===== config.mk =====
export PLATFORM = sky130hd
export DESIGN_NAME = traffic_light_monitor
export DESIGN_NICKNAME = d
export VERILOG_FILES = /design/src/rtl/traffic_light_pkg.sv /design/src/rtl/tl_phase_counter.sv /design/src/rtl/traffic_light_monitor.sv
export SDC_FILE = /design/constraint.sdc
export NUM_CORES = 1
export LEC_CHECK = 0
export ABC_AREA = 0
export BUFFER_PORTS_ARGS = -buffer_cell sky130_fd_sc_hd__buf_2
export CORE_MARGIN = 5
export CORE_UTILIZATION = 28
export CTS_CLUSTER_SIZE = 24
export DETAILED_ROUTE_END_ITERATION = 8
export GPL_TIMING_DRIVEN = 0
export PLACE_DENSITY_LB_ADDON = 0.25
export SLEW_MARGIN = 20
export SYNTH_ARGS = -nofsm -noshare
export SYNTH_HDL_FRONTEND = slang
export SYNTH_SLANG_ARGS = --single-unit

===== constraint.sdc =====
create_clock -name clk -period 3.2 [get_ports clk]
set_input_delay 0.64 -clock clk [delete_from_list [all_inputs] [get_ports clk]]
set_output_delay 0.64 -clock clk [all_outputs]
set_load 0.05 [all_outputs]

===== src/rtl/traffic_light_pkg.sv =====
// Shared encodings for the traffic light monitor: lights bus values, tracked phases, error codes.
// Pure definitions and combinational helpers; no state, no latency, no flow control.
package traffic_light_pkg;

    localparam logic [2:0] LT_RED    = 3'b100;
    localparam logic [2:0] LT_YELLOW = 3'b010;
    localparam logic [2:0] LT_GREEN  = 3'b001;

    typedef enum logic [1:0] {
        PH_SYNC   = 2'd0,
        PH_RED    = 2'd1,
        PH_GREEN  = 2'd2,
        PH_YELLOW = 2'd3
    } phase_e;

    localparam logic [2:0] ERR_NONE    = 3'd0;
    localparam logic [2:0] ERR_ILLEGAL = 3'd1;
    localparam logic [2:0] ERR_ORDER   = 3'd2;
    localparam logic [2:0] ERR_SHORT   = 3'd3;
    localparam logic [2:0] ERR_LONG    = 3'd4;

    function automatic phase_e next_phase(input phase_e cur);
        case (cur)
            PH_RED:    next_phase = PH_GREEN;
            PH_GREEN:  next_phase = PH_YELLOW;
            PH_YELLOW: next_phase = PH_RED;
            default:   next_phase = PH_SYNC;
        endcase
    endfunction

    // Non-one-hot values (including 000) map to SYNC, which doubles as "illegal".
    function automatic phase_e lights_to_phase(input logic [2:0] l);
        case (l)
            LT_RED:    lights_to_phase = PH_RED;
            LT_GREEN:  lights_to_phase = PH_GREEN;
            LT_YELLOW: lights_to_phase = PH_YELLOW;
            default:   lights_to_phase = PH_SYNC;
        endcase
    endfunction

endpackage


===== src/rtl/tl_phase_counter.sv =====
// Saturating phase-length counter with clear/load-1 and MIN/MAX compare flags.
// Count updates one cycle after a command; compare flags are combinational on the held count.
module tl_phase_counter #(
    parameter int LEN_W = 16
) (
    input  logic             clk,
    input  logic             reset,
    input  logic             i_clr,
    input  logic             i_load1,
    input  logic             i_inc,
    input  logic [LEN_W-1:0] i_min,
    input  logic [LEN_W-1:0] i_max,
    output logic [LEN_W-1:0] o_len,
    output logic             o_short,
    output logic             o_long_hit
);

    logic [LEN_W-1:0] r_len;

    always_ff @(posedge clk) begin
        if (reset || i_clr) begin
            r_len <= '0;
        end else if (i_load1) begin
            r_len <= LEN_W'(1);
        end else if (i_inc && (r_len != '1)) begin
            r_len <= r_len + LEN_W'(1);
        end
    end

    assign o_len      = r_len;
    assign o_short    = (r_len < i_min);
    // Another sample of the same phase will take the length to MAX+1.
    assign o_long_hit = (r_len == i_max);

endmodule


===== src/rtl/traffic_light_monitor.sv =====
// Passive checker of the RED->GREEN->YELLOW light sequence and per-phase lengths.
// All outputs registered (decision on the sample at edge N visible after edge N); never stalls the bus.
module traffic_light_monitor
    import traffic_light_pkg::*;
#(
    parameter int RED_MIN   = 5,
    parameter int RED_MAX   = 20,
    parameter int GREEN_MIN = 5,
    parameter int GREEN_MAX = 20,
    parameter int YEL_MIN   = 2,
    parameter int YEL_MAX   = 10,
    parameter int LEN_W     = 16,
    parameter int CYC_W     = 16
) (
    input  logic             clk,
    input  logic             reset,
    input  logic [2:0]       lights,
    output logic [1:0]       phase,
    output logic             phase_done,
    output logic [LEN_W-1:0] phase_len,
    output logic             err_pulse,
    output logic [2:0]       err_code,
    output logic [2:0]       first_err,
    output logic [7:0]       err_count,
    output logic [CYC_W-1:0] cycle_count
);

    phase_e           r_phase;
    logic             r_chk;
    logic             r_long_flag;
    logic             r_phase_done;
    logic [LEN_W-1:0] r_phase_len;
    logic             r_err_pulse;
    logic [2:0]       r_err_code;
    logic [2:0]       r_first_err;
    logic [7:0]       r_err_count;
    logic [CYC_W-1:0] r_cycle_count;

    phase_e           w_obs;
    phase_e           w_phase_n;
    logic             w_chk_n;
    logic             w_long_flag_n;
    logic [2:0]       w_err;
    logic             w_done;
    logic             w_clr;
    logic             w_load1;
    logic             w_inc;
    logic             w_cyc_inc;
    logic [LEN_W-1:0] w_min;
    logic [LEN_W-1:0] w_max;
    logic [LEN_W-1:0] w_len;
    logic             w_short;
    logic             w_long_hit;

    tl_phase_counter #(.LEN_W(LEN_W)) u_cnt (
        .clk        (clk),
        .reset      (reset),
        .i_clr      (w_clr),
        .i_load1    (w_load1),
        .i_inc      (w_inc),
        .i_min      (w_min),
        .i_max      (w_max),
        .o_len      (w_len),
        .o_short    (w_short),
        .o_long_hit (w_long_hit)
    );

    assign w_obs = lights_to_phase(lights);

    always_comb begin
        w_min = '0;
        w_max = '1;
        case (r_phase)
            PH_RED:    begin w_min = LEN_W'(RED_MIN);   w_max = LEN_W'(RED_MAX);   end
            PH_GREEN:  begin w_min = LEN_W'(GREEN_MIN); w_max = LEN_W'(GREEN_MAX); end
            PH_YELLOW: begin w_min = LEN_W'(YEL_MIN);   w_max = LEN_W'(YEL_MAX);   end
            default:   ;
        endcase
    end

    always_comb begin
        w_phase_n     = r_phase;
        w_chk_n       = r_chk;
        w_long_flag_n = r_long_flag;
        w_err         = ERR_NONE;
        w_done        = 1'b0;
        w_clr         = 1'b0;
        w_load1       = 1'b0;
        w_inc         = 1'b0;
        w_cyc_inc     = 1'b0;
        if (r_phase == PH_SYNC) begin
            if (w_obs != PH_SYNC) begin
                // First phase may be partial, so it is tracked but not timed.
                w_phase_n     = w_obs;
                w_chk_n       = 1'b0;
                w_long_flag_n = 1'b0;
                w_load1       = 1'b1;
            end else begin
                w_err = ERR_ILLEGAL;
            end
        end else if (w_obs == PH_SYNC) begin
            w_done    = 1'b1;
            w_err     = ERR_ILLEGAL;
            w_phase_n = PH_SYNC;
            w_clr     = 1'b1;
        end else if (w_obs == r_phase) begin
            w_inc = 1'b1;
            if (r_chk && w_long_hit && !r_long_flag) begin
                w_err         = ERR_LONG;
                w_long_flag_n = 1'b1;
            end
        end else begin
            w_done        = 1'b1;
            w_phase_n     = w_obs;
            w_chk_n       = 1'b1;
            w_long_flag_n = 1'b0;
            w_load1       = 1'b1;
            if (w_obs == next_phase(r_phase)) begin
                if (r_chk && w_short) begin
                    w_err = ERR_SHORT;
                end
                w_cyc_inc = (r_phase == PH_YELLOW);
            end else begin
                w_err = ERR_ORDER;
            end
        end
    end

    always_ff @(posedge clk) begin
        if (reset) begin
            r_phase       <= PH_SYNC;
            r_chk         <= 1'b0;
            r_long_flag   <= 1'b0;
            r_phase_done  <= 1'b0;
            r_phase_len   <= '0;
            r_err_pulse   <= 1'b0;
            r_err_code    <= ERR_NONE;
            r_first_err   <= ERR_NONE;
            r_err_count   <= '0;
            r_cycle_count <= '0;
        end else begin
            r_phase      <= w_phase_n;
            r_chk        <= w_chk_n;
            r_long_flag  <= w_long_flag_n;
            r_phase_done <= w_done;
            if (w_done) begin
                r_phase_len <= w_len;
            end
            r_err_pulse <= (w_err != ERR_NONE);
            if (w_err != ERR_NONE) begin
                r_err_code <= w_err;
                if (r_first_err == ERR_NONE) begin
                    r_first_err <= w_err;
                end
                if (r_err_count != 8'hFF) begin
                    r_err_count <= r_err_count + 8'd1;
                end
            end
            if (w_cyc_inc) begin
                r_cycle_count <= r_cycle_count + CYC_W'(1);
            end
        end
    end

    assign phase       = r_phase;
    assign phase_done  = r_phase_done;
    assign phase_len   = r_phase_len;
    assign err_pulse   = r_err_pulse;
    assign err_code    = r_err_code;
    assign first_err   = r_first_err;
    assign err_count   = r_err_count;
    assign cycle_count = r_cycle_count;

endmodule


### Word level (Yosys, flattened, before mapping)

Index checks and enable logic that the tools add are counted.

| word-level totals | value |
|---|---|
| register bits after elaboration | 68 |
| bits of input ports | 5 |
| output and inout bits | 50 |
| logic and storage cells | 94 |

| cells by class | value |
|---|---|
| $add $sub $neg | 3 |
| order comparisons | 1 |
| equal/unequal tests | 16 |
| mux-type cells | 43 |
| reduce and logical (&&, ||, !) cells | 19 |

Operator list:

| cell | number |
|---|---|
| 16-bit by 1-bit adder with 16-bit output, second input constant | 2 |
| 16-bit case mux with 2 select lines | 1 |
| 1-bit 2-to-1 mux | 26 |
| 16-bit == test | 1 |
| 16-bit by 3-bit < comparator with 1-bit output | 1 |
| 2-bit 2-to-1 mux | 8 |
| 16-bit inequality test, second input constant | 1 |
| 3-bit 2-to-1 mux | 5 |
| 2-bit case mux with 3 select lines | 2 |
| 8-bit by 1-bit adder with 8-bit output, second input constant | 1 |
| 8-bit inequality test, second input constant | 1 |
| 3-bit case mux with 2 select lines | 1 |
| 2-bit AND reduction | 3 |
| 3-bit AND reduction | 2 |
| 2-bit == test | 2 |
| 2-bit == test, second input constant | 2 |
| 1-bit logical AND | 4 |
| 2-bit logical NOT | 2 |
| 2-bit inequality test, second input constant | 2 |
| 2-bit nonzero test | 2 |
| 2-bit OR reduction | 2 |
| 3-bit by 1-bit == test with 1-bit output, second input constant | 1 |
| 3-bit by 2-bit == test with 1-bit output, second input constant | 1 |
| 3-bit == test, second input constant | 1 |
| 8 further kinds | 8 |

### Longest topological paths before layout

Gate-level depths: netlist of run 1.

| logic depth | value |
|---|---|
| depth after elaboration | 13 |
| depth in mapped cells | 12 |

### By module

From an unflattened synthesis of run 1, not the netlist that was laid out.

| unflattened totals | value |
|---|---|
| cell total of the unflattened synthesis | 474 |
| area, all modules | 4027.6 um2 |

By module, submodules not included:

| module | times used | cells each | area an instance (um2) | sequential area each (um2) |
|---|---|---|---|---|
| traffic_light_monitor | 1 | 297 | 2623.8 | 1041.0 |
| tl_phase_counter | 1 | 177 | 1403.8 | 320.3 |

### Worst setup path after synthesis of run 1

OpenSTA, ideal clock, no wires.

| timing | value |
|---|---|
| path kind | register -> register |
| start | register r_phase[1], in the netlist phase[1] |
| end | register r_err_count[5], in the netlist err_count[5] |
| setup time | 0.071 ns |
| arrival time | 3.285 ns |
| data required time | 3.129 ns |
| setup slack | -0.156 ns |
| cell stages (with the launch flop) | 12 |
| clock period less this slack | 3.356 ns |
| cells stage by stage | dfxtp_1 -> inv_1 -> ha_1 -> inv_1 -> ha_1 -> or4_1 -> a211o_1 -> o41ai_4 -> o31ai_2 -> buf_6 -> or3_1 -> a21oi_1 |

| between the ends | value |
|---|---|
| cells in the longest elaborated chain, start to end | 12 |
| elaborated cells on any way between the ends | 26 |
| classes of those cells | 1 x order compare; 6 x eq/ne; 12 x mux; 7 x reduce/logical |

Ends and longest elaborated chain:

| what | RTL line | RTL |
|---|---|---|
| start, declared | traffic_light_monitor.sv:28 | `phase_e r_phase;` |
| start signal, assigned | traffic_light_monitor.sv:142 | `r_phase <= w_phase_n;` |
| 2-bit == test or 2-bit by 1-bit == test with 1-bit output (tied branches) | traffic_light_pkg.sv:23, traffic_light_monitor.sv:73 |  |
| 2-bit OR reduction (no source line) or 2-bit case mux with 3 select lines (tied branches) | - |  |
| 3-bit case mux with 2 select lines, or another cell as far along | traffic_light_monitor.sv:73 | `case (r_phase)` |
| 16-bit by 3-bit < comparator with 1-bit output, or another cell as far along | tl_phase_counter.sv:31 | `assign o_short = (r_len < i_min);` |
| 1-bit logical AND, or another cell as far along | traffic_light_monitor.sv:119 | `if (r_chk && w_short) begin` |
| 2-bit 2-to-1 mux, or another cell as far along | traffic_light_monitor.sv:119 |  |
| 3-bit 2-to-1 mux (on tied branches) | traffic_light_monitor.sv:118, traffic_light_monitor.sv:108 |  |
| 3-bit 2-to-1 mux | traffic_light_monitor.sv:106 | `end else if (w_obs == r_phase) begin` |
| 3-bit 2-to-1 mux | traffic_light_monitor.sv:101 | `end else if (w_obs == PH_SYNC) begin` |
| 3-bit 2-to-1 mux * | traffic_light_monitor.sv:91 | `if (r_phase == PH_SYNC) begin` |
| 3-bit nonzero test * | traffic_light_monitor.sv:150 | `if (w_err != ERR_NONE) begin` |
| 2-bit AND reduction (no source line) * | - |  |
| end signal, assigned | traffic_light_monitor.sv:156 | `r_err_count <= r_err_count + 8'd1;` |
| end, declared | traffic_light_monitor.sv:36 | `logic [7:0] r_err_count;` |

Mark *: on every way between the ends. The rest lies on a longest branch, timed or not. The select of a mux whose other input is x is not followed.
A chain may end at the register's enable or synchronous reset.

### Worst setup path in the final report of run 1

| timing | value |
|---|---|
| start | register r_phase[1], in the netlist phase[1] |
| end | register r_err_count[4], in the netlist err_count[4] |

The elaborated chain is that of the path after synthesis.

==> impl_metrics.json, run 1 <==
{
  "drc_errors": 0,
  "synth-simple-area-share": 0.268,
  "status": "finished, final reports clean",
  "drive_gt1_frac": 0.238,
  "path_cells": "clkinvlp_4, ha_4, inv_2, ha_1, or4_1, a211o_1, o41ai_4, o31ai_4, buf_4, or3_1, a21oi_1",
  "cellLeakagePower_nw": 1.62,
  "die_w_um": 118,
  "critPathCaptureType": "flip-flop",
  "period_needed_ns": 3.09,
  "syn_inst": 384,
  "synth_top_flop_cell": "dfxtp_1",
  "power_mw": 2.11,
  "synth_compound_area_frac": 0.103,
  "peakVddDrop_v": 0.000197,
  "yosysSeqAreaShare": 0.414,
  "synth_top_cell_by_area": "dfxtp_1",
  "pwr-share-seq": 0.420,
  "ys_seq_elements": 68,
  "maxCapViolCount": 0,
  "cts_tree": "done",
  "r2r_start": "phase[1]",
  "layout.cells.non_filler": 610,
  "syn_area_um2": 3290,
  "gp_congestion": 0.801,
  "slowest_stage": "or4_1",
  "rr_endpoint": "err_count[4]",
  "synth_top_family_by_area": "simple AND/OR/NAND/NOR gates",
  "synth_edf_count": 0,
  "p_int_mw": 1.53,
  "hp-start": "phase_len[10]",
  "pwr_density_cell_nw_per_um2": 507,
  "fmax_ghz": 0.323,
  "synth.area.mux_share": 0.0548,
  "antenna_found_initial": 0,
  "synth_area_leaders": "dfxtp_1, nor2_1, xnor2_1",
  "first_global_vias": 2713,
  "yosys_warnings": 0,
  "diodes": 0,
  "holdPathStages": 2,
  "synth.net_count": 397,
  "timing.hold.ws_ns": 0.491,
  "numCtsBuffers": 9,
  "start_util": 0.287,
  "die_h_um": 118,
  "ant_nets": 0,
  "comb_power_share": 0.155,
  "grtUsageTotal": 0.117,
  "first_iter_violations": 127,
  "dr.pass1.iters": 4,
  "whs_endpoint": "phase_len[10]",
  "tightest_slew_ns": 0.750,
  "clockBufferDepth": 2,
  "crit_type": "flip-flop to flip-flop",
  "cts.sinks": 68,
  "setup_viol": 0,
  "synthToLayoutAreaGrowth_pct": 26.5,
  "dieArea_um2": 14000,
  "p_sw_mw": 0.577,
  "dp.cells": 580,
  "via_count": 2900,
  "r2r.worst_path.cells": 11,
  "grt_start_max_net_pins": 12,
  "synth_fa_ha_area_frac": 0.0339,
  "netlist.area_leader.share": 0.414,
  "htreeDepth": 3,
  "clk_latency_ns": 0.33,
  "port_buffers": 53,
  "ioPinCount": 55,
  "setup_ws_ns": 0.108,
  "drv_slew": 0,
  "hp-class": "flip-flop to flip-flop",
  "vias_per_cell": 4.75,
  "core_um2": 11500,
  "cp_max_fo": 7,
  "layout.nets": 475,
  "critPathMaxStageDelay_ns": 0.46,
  "grt_pass1_wl_um": 13700,
  "core.rowCount": 39,
  "startpoint_type": "flip-flop",
  "routedWlPerCell_um": 13.3,
  "cts-root-buf": "clkbuf_16",
  "crit_arrival_ns": 3.35,
  "place_ws_ns": -0.120,
  "wl_um": 8110,
  "syn_avg_cell_area_um2": 8.57,
  "rrSetupSlack_ns": 0.11,
  "clk_pin_slew_ns": 0.06,
  "synth.distinct_cells": 51,
  "slew_headroom": 0.497,
  "final-hold-violation-count": 0,
  "required_ns": 3.46,
  "ys_async_sr_fraction": 0,
  "fin_crit_sh": 0.966,
  "fillCellCount": 1202,
  "overflow": 0,
  "swShare": 0.274,
  "hpwl_um": 6010,
  "synth_xor_area_frac": 0.0852,
  "clkPwrFrac": 0.424,
  "skew_ns": 0.00795
}
[repair_timing]
item / 4_1_cts / 5_1_grt
setup buffers: 0 / 13
hold buffers: 0 / 0
endpoints found under the setup margin: 0 / 7
gates resized for setup: 0 / 13
[critical path: cells and delay by family, from the launching register on]
kind	cells	cell delay [ns]
adder cells (fa/ha/maj)	2	0.48
AO/OA/AOI/OAI	4	1.02
flip-flops	1	0.39
AND/OR/NAND/NOR	2	0.80
buffers and inverters	3	0.34
[cell usage in the layout, fill, tap and decap left out, drive strengths merged, types with 3 or more instances in the layout]
cell and instances:
nor4 12, nand4 5, a21oi 20, clkinvlp 3
nand3 18, dfxtp 68, a21o 3, and3 4
nand2 18, clkbuf 23, ha 8, or2 3
o21ai 11, buf 73, nor2 74, inv 13
mux2i 18, nand3b 3, or3 10, xnor2 27
xor2 5, nor3 17
[how the worst max path moves through the flow]
stage                    from        endpoint  slack [ns]  cells after the start
floorplan            phase[1]    err_count[5]        0.11                     11
global placement    lights[2]    phase_len[7]       -0.04                      7
detailed placement  lights[0]    err_count[5]       -0.12                     10
CTS                  phase[1]    err_count[3]       0.004                     11
global route         phase[1]  cycle_count[7]       -0.01                     11
finish               phase[1]    err_count[4]        0.11                     11
[state kept, by name, indices dropped and copies added, names as in the netlist]
signal	count
phase	2
u_cnt.o_len	16
err_code	3
cycle_count	16
r_long_flag	1
first_err	3
r_chk	1
err_count	8
err_pulse	1
phase_len	16
phase_done	1
[power groups by stage]
stage	clock network (mW)	registers, mW	logic, mW
finish	0.894	0.886	0.328
global route	0.960	0.889	0.357
CTS	0.918	0.886	0.288
detailed placement	0	0.905	0.287
global placement	0	0.904	0.284
floorplan	0	0.957	0.169
[layer usage]
layer  up-vias  track usage  wire length [um]
met5         -            0                 0
met4         0       0.0553               169
met3        12       0.0306               398
met2        55        0.174              3550
met1      1342        0.158              4000
li1       1491            -                 -
[Yosys cell counts, types with 2 or more instances]
library cell  number
o21ai_0           10
mux2i_1           18
nor3b_1            2
and3_2             2
dfxtp_1           68
nand3_1           18
or3_1              9
clkbuf_1          11
buf_2              3
a211o_1            2
or2_2              3
inv_1             14
nor4_1            11
a21o_1             3
and3_1             2
xor2_1             5
nor3_1            17
a21oi_1           20
nand3b_1           3
nand2b_1           2
nand4_1            5
xnor2_1           27
o21bai_1           2
nand2_1           18
ha_1               8
nor2_1            74
or4_1              2
buf_6              2
[per-stage QoR]
| stage | utilization | instance area [um^2] | TNS (ns) |
|---|---|---|---|
| finish | 0.363 | 4160 | 0 |
| global route | 0.363 | 4160 | -0.0137 |
| CTS | 0.350 | 4010 | 0 |
| detailed placement | 0.326 | 3740 | -0.390 |
| global placement | 0.326 | 3740 | -0.447 |
| floorplan | - | 3290 | 0 |
[final cells by class]
cell class	instances	area (um^2)	share of cell area
Buffer	17	83.8	0.0202
Clock buffer	12	246	0.0592
Clock inverter	4	25.0	0.00602
Inverter	14	56.3	0.0135
Multi-Input combinational cell	285	1840	0.441
Sequential cell	68	1370	0.328
Tap cell	143	179	0.0430
Timing Repair Buffer	67	368	0.0884
[cells by family after synthesis]
kind of cell    Yosys count
compound gates           49
xor+xnor                 32
fa+ha+maj                 9
buf+inv                  31
flops                    68
mux                      18
simple gates            177
No activity file was read; power rests on OpenSTA's default activity.
==> run 2, diff against run 1 <==
--- a/config.mk
+++ b/config.mk
@@ -16,4 +16,5 @@
 export SLEW_MARGIN = 20
 export SYNTH_ARGS = -nofsm -noshare
 export SYNTH_HDL_FRONTEND = slang
+export SYNTH_HIERARCHICAL = 1
 export SYNTH_SLANG_ARGS = --single-unit
==> impl_metrics.json, run 2 <==
{
  "cts_tree": "done",
  "drv_slew": 0,
  "synthToLayoutAreaGrowth_pct": 24.7,
  "grtUsageTotal": 0.127,
  "critPathCaptureType": "flip-flop",
  "drive_gt1_frac": 0.210,
  "dr.pass1.iters": 4,
  "die_h_um": 130,
  "fin_setup_tns_ns": 0,
  "layout_commonest_cell": "dfxtp_1",
  "numCtsBuffers": 9,
  "critPathMaxStageDelay_ns": 0.38,
  "final_util": 0.359,
  "place_area_um2": 4570,
  "routedWlPerCell_um": 14.5,
  "hp-class": "flip-flop to flip-flop",
  "yosys_warnings": 6,
  "stdcell_area_um2": 5020,
  "cts-root-buf": "clkbuf_16",
  "setup_ws_ns": 0.186,
  "crit_top_cell": "ha_1",
  "cp_max_fo": 7,
  "tightest_slew_ns": 0.924,
  "maxCapViolCount": 0,
  "r2r.worst_path.cells": 12,
  "rr_endpoint": "err_count[0]",
  "final_cell_mix": "dfxtp_1, buf_2, a21oi_1, nor2_1, inv_1",
  "core_um2": 14000,
  "cellLeakagePower_nw": 2.03,
  "synth-simple-area-share": 0.244,
  "required_ns": 3.42,
  "synth_edf_count": 0,
  "synth_top_family_by_area": "simple AND/OR/NAND/NOR gates",
  "period_needed_ns": 3.01,
  "r2r_start": "phase[0]",
  "drc_errors": 0,
  "cp_num_buf_inv": 2,
  "setup_viol": 0,
  "first_iter_violations": 202,
  "via_count": 3680,
  "slew_headroom": 0.379,
  "syn_area_um2": 4030,
  "fin_crit_sh": 0.942,
  "die_w_um": 130,
  "synth.area.mux_share": 0.0618,
  "cts-hold-fix-buffers": 0,
  "rrSetupSlack_ns": 0.19,
  "netlist.area_leader.share": 0.338,
  "cts.sinks": 68,
  "power_mw": 2.24,
  "synth_xor_area_frac": 0.0587,
  "synth_common_cells": "dfxtp_1, a21oi_1, nor2_1, inv_1, nand2_1",
  "wl_um": 10700,
  "ys_seq_elements": 68,
  "ioPinCount": 55,
  "grt_pass1_wl_um": 17200,
  "ys_async_sr_fraction": 0,
  "synth_fa_ha_area_frac": 0.0683,
  "whs_endpoint": "r_long_flag",
  "diodes": 0,
  "fmax_ghz": 0.332,
  "start_util": 0.288,
  "crit_type": "flip-flop to flip-flop",
  "vias_per_cell": 4.96,
  "clockBufferDepth": 2,
  "pwr_density_cell_nw_per_um2": 446,
  "antenna_found_initial": 0,
  "gp_congestion": 0.887,
  "syn_inst": 474,
  "holdPathStages": 2,
  "layout.nets": 585,
  "dieArea_um2": 16900,
  "hp-start": "r_long_flag",
  "first_global_vias": 3373,
  "grt_start_max_net_pins": 17,
  "cp_top_family": "compound AO/OA/AOI/OAI gates",
  "syn_avg_cell_area_um2": 8.50,
  "yosysSeqAreaShare": 0.338,
  "synth.most_common_cell": "dfxtp_1",
  "port_buffers": 53,
  "hpwl_um": 8040,
  "skew_ns": 0.00712,
  "synth_compound_area_frac": 0.167,
  "synth_top_cell_by_area": "dfxtp_1",
  "slowest_stage": "dfxtp_4",
  "fillCellCount": 1478,
  "place_ws_ns": -0.568,
  "clk_latency_ns": 0.33,
  "core.rowCount": 43,
  "path_cells": "ha_1, inv_1, ha_1, a2111oi_4, nor3_4, nor4_4, a32oi_1, nand4_1, a21boi_2, buf_4, a21boi_1, mux2_2",
  "overflow": 0,
  "peakVddDrop_v": 0.000252,
  "synth.distinct_cells": 67,
  "synth_top_flop_cell": "dfxtp_1",
  "crit_arrival_ns": 3.23,
  "clk_pin_slew_ns": 0.06,
  "ant_nets": 0,
  "startpoint_type": "flip-flop",
  "final-hold-violation-count": 0,
  "htreeDepth": 3,
  "status": "finished, final reports clean",
  "synth_area_leaders": "dfxtp_1, ha_1, a21oi_1"
}
## run 2: changes by cell type in the layout (fill, tap and decap cells not counted), sizes merged, moves of 6 or more
cell | before | now
nor2 | 74 | 40
inv | 13 | 29
or3 | 10 | 17
nor2b | 1 | 9
nand4 | 5 | 21
mux2 | 0 | 7
a21oi | 20 | 42
ha | 8 | 22
conb | 0 | 13
o21ai | 11 | 19
nor3 | 17 | 11
## run 2: kinds of logic after synthesis
family / count (synthesis)
AND/OR/NAND/NOR: 177
AO/OA/AOI/OAI: 101
flip-flops: 68
buffers and inverters: 54
XOR/XNOR: 27
multiplexers: 24
adder cells (fa/ha/maj): 22
other: 1
## run 2: how the worst max path moves through the flow
stage               from              end  slack, ns  cells past startpoint
2_1_floorplan   phase[0]     err_count[7]       0.07                     15
3_3_place_gp    phase[0]     err_count[3]      -0.51                     15
3_5_place_dp    phase[0]     err_count[3]      -0.57                     15
4_1_cts         phase[0]     err_count[7]       0.01                     14
5_1_grt        lights[0]  u_cnt/o_len[11]    -0.0004                     10
6_report        phase[0]     err_count[0]       0.19                     12
## run 2: timing repair
action | in CTS | in global routing
setup endpoints to repair | 16 | 8
pin swaps | 3 | 6
buffers inserted | 5 | 5
resized for setup | 12 | 3
## run 2: power breakdown
part / leakage [nW] / internal (mW) / switching (mW) / total, mW
Clock: 0.146 / 0.647 / 0.377 / 1.02
Sequential: 0.551 / 0.863 / 0.0174 / 0.880
Combinational: 1.33 / 0.125 / 0.210 / 0.335
Total: 2.03 / 1.63 / 0.604 / 2.24
## run 2: final cells by class
cell class                      count  area [um^2]  area share
Buffer                             24          139      0.0277
Clock buffer                       10          250      0.0498
Clock inverter                      5         58.8      0.0117
Inverter                           28          105      0.0209
Multi-Input combinational cell    364         2530       0.505
Sequential cell                    68         1370       0.273
Tap cell                          180          225      0.0448
Timing Repair Buffer               63          340      0.0678
## run 2: stage by stage
stage	std cells	hold slack (ns)
2_1_floorplan	486	0.431
3_3_place_gp	719	0.445
3_5_place_dp	719	0.457
4_1_cts	737	0.465
5_1_grt	742	0.488
6_report	742	0.464
## run 2: worst min-delay path: cells and delay by family, from the launching register on
family          cells  cell delay [ns]
flops               1             0.31
compound gates      1             0.06
simple gates        1             0.05
## run 2: metal layers
layer,vias to the layer above,share of wire,track usage
met5,-,0,0
met4,0,0.014,0.0465
met3,8,0.041,0.0274
met2,63,0.45,0.191
met1,1729,0.50,0.180
li1,1880,-,-
==> run 3, diff against run 2 <==
--- a/config.mk
+++ b/config.mk
@@ -12,7 +12,6 @@
 export CTS_CLUSTER_SIZE = 24
 export DETAILED_ROUTE_END_ITERATION = 8
 export GPL_TIMING_DRIVEN = 0
-export PLACE_DENSITY_LB_ADDON = 0.25
 export SLEW_MARGIN = 20
 export SYNTH_ARGS = -nofsm -noshare
 export SYNTH_HDL_FRONTEND = slang
==> impl_metrics.json, run 3 (same netlist as run 2, synthesis figures left out) <==
{
  "met2_usage": 0.211,
  "cts-hold-fix-buffers": 0,
  "dieArea_um2": 16900,
  "timing.hold.ws_ns": 0.454,
  "peakVddDrop_v": 0.000229,
  "final-hold-violation-count": 0,
  "port_buffers": 53,
  "setup_viol": 0,
  "cts_tree": "done",
  "drive_gt1_frac": 0.206,
  "diodes": 0,
  "routedWlPerCell_um": 14.5,
  "die_h_um": 130,
  "dp.cells": 719,
  "clk_latency_ns": 0.34,
  "layout.nets": 585,
  "first_global_vias": 3486,
  "crit_type": "primary input to flip-flop",
  "htreeDepth": 3,
  "drv_slew": 0,
  "grtUsageTotal": 0.130,
  "tightest_slew_ns": 1.00,
  "first_iter_violations": 173,
  "use_met3": 0.0254,
  "overflow": 0,
  "fmax_ghz": 0.323,
  "core_um2": 14000,
  "numCtsBuffers": 9,
  "clockBufferDepth": 2,
  "vias_per_cell": 5.03,
  "busiest_layer": "met2",
  "synthToLayoutAreaGrowth_pct": 24.8,
  "gp_congestion": 0.901,
  "hpwl_um": 8020,
  "maxCapViolCount": 0,
  "antenna_found_initial": 0,
  "fin_crit_sh": 0.966,
  "core.rowCount": 43,
  "final_util": 0.359,
  "via_count": 3738,
  "hp-class": "flip-flop to flip-flop",
  "ant_nets": 0,
  "startpoint_type": "primary input",
  "critPathCaptureType": "flip-flop",
  "layout.cells.non_filler": 743,
  "grt_pass1_wl_um": 17600,
  "wl_um": 10700,
  "cts-root-buf": "clkbuf_16",
  "cts.sinks": 68,
  "cellLeakagePower_nw": 2.05,
  "pwr_density_cell_nw_per_um2": 454,
  "ioPinCount": 55,
  "period_needed_ns": 3.09,
  "cp_max_fo": 7,
  "power_mw": 2.28,
  "required_ns": 3.46,
  "layout_commonest_cell": "dfxtp_1",
  "drc_errors": 0,
  "rsz0062_at_grt": "false",
  "dr.pass1.iters": 4,
  "final_cell_mix": "dfxtp_1, buf_2, a21oi_1, nor2_1, inv_1",
  "status": "finished, final reports clean",
  "skew_ns": 0.00858,
  "slew_headroom": 0.326,
  "crit_arrival_ns": 3.36,
  "die_w_um": 130,
  "grtUsageMet1": 0.169,
  "fin_setup_tns_ns": 0,
  "grt_start_max_net_pins": 17,
  "start_util": 0.288,
  "clk_pin_slew_ns": 0.06
}
-- run 3: power breakdown --
part | internal (mW) | switching [mW]
registers | 0.863 | 0.0153
clock network | 0.695 | 0.379
logic | 0.121 | 0.210
-- run 3: layout make-up --
class	instances	area, um^2
buffer	25	150
inverter	28	105
clock inverter	4	52.6
sequential	68	1370
fill	1456	8960
tap	180	225
multi-input combinational	364	2510
timing repair buffer	62	333
clock buffer	12	278
-- run 3: per-stage QoR --
| step | area, um^2 | setup slack, ns |
|---|---|---|
| global placement | 4570 | -0.484 |
| detailed placement | 4570 | -0.569 |
| floorplan | 4080 | 0.0678 |
| CTS | 5020 | 0.0207 |
| global route | 5020 | 0.00300 |
| finish | 5020 | 0.107 |
-- run 3: per-layer routing --
metal / part of all wire / routed length (um)
met1: 0.47 / 5050
met2: 0.48 / 5160
met3: 0.031 / 335
met4: 0.019 / 200
met5: 0 / 0
-- run 3: what timing repair did --
item,in CTS,in global routing
setup buffers,9,0
gates cloned,0,0
pin swaps,7,2
resized for setup,12,0
endpoints found under the setup margin,15,6
-- run 3: path summary, 6_finish.rpt --
path | startpoint | endpoint | slack (ns) | depth (start not counted)
max | lights[2] | u_cnt/o_len[6] | 0.11 | 9
min | r_long_flag | r_long_flag | 0.45 | 2
max reg2reg | phase[1] | err_count[6] | 0.11 | 12
min reg2reg | r_long_flag | r_long_flag | 0.45 | 2
-- run 3: critical path: stages --
cell and delay (ns):
buf_2 0.15, or3b_4 0.40, a221oi_1 0.34, a21oi_2 0.08, o21ai_0 0.32, inv_1 0.14
nor3_1 0.83, o21ai_0 0.25, a31oi_1 0.20
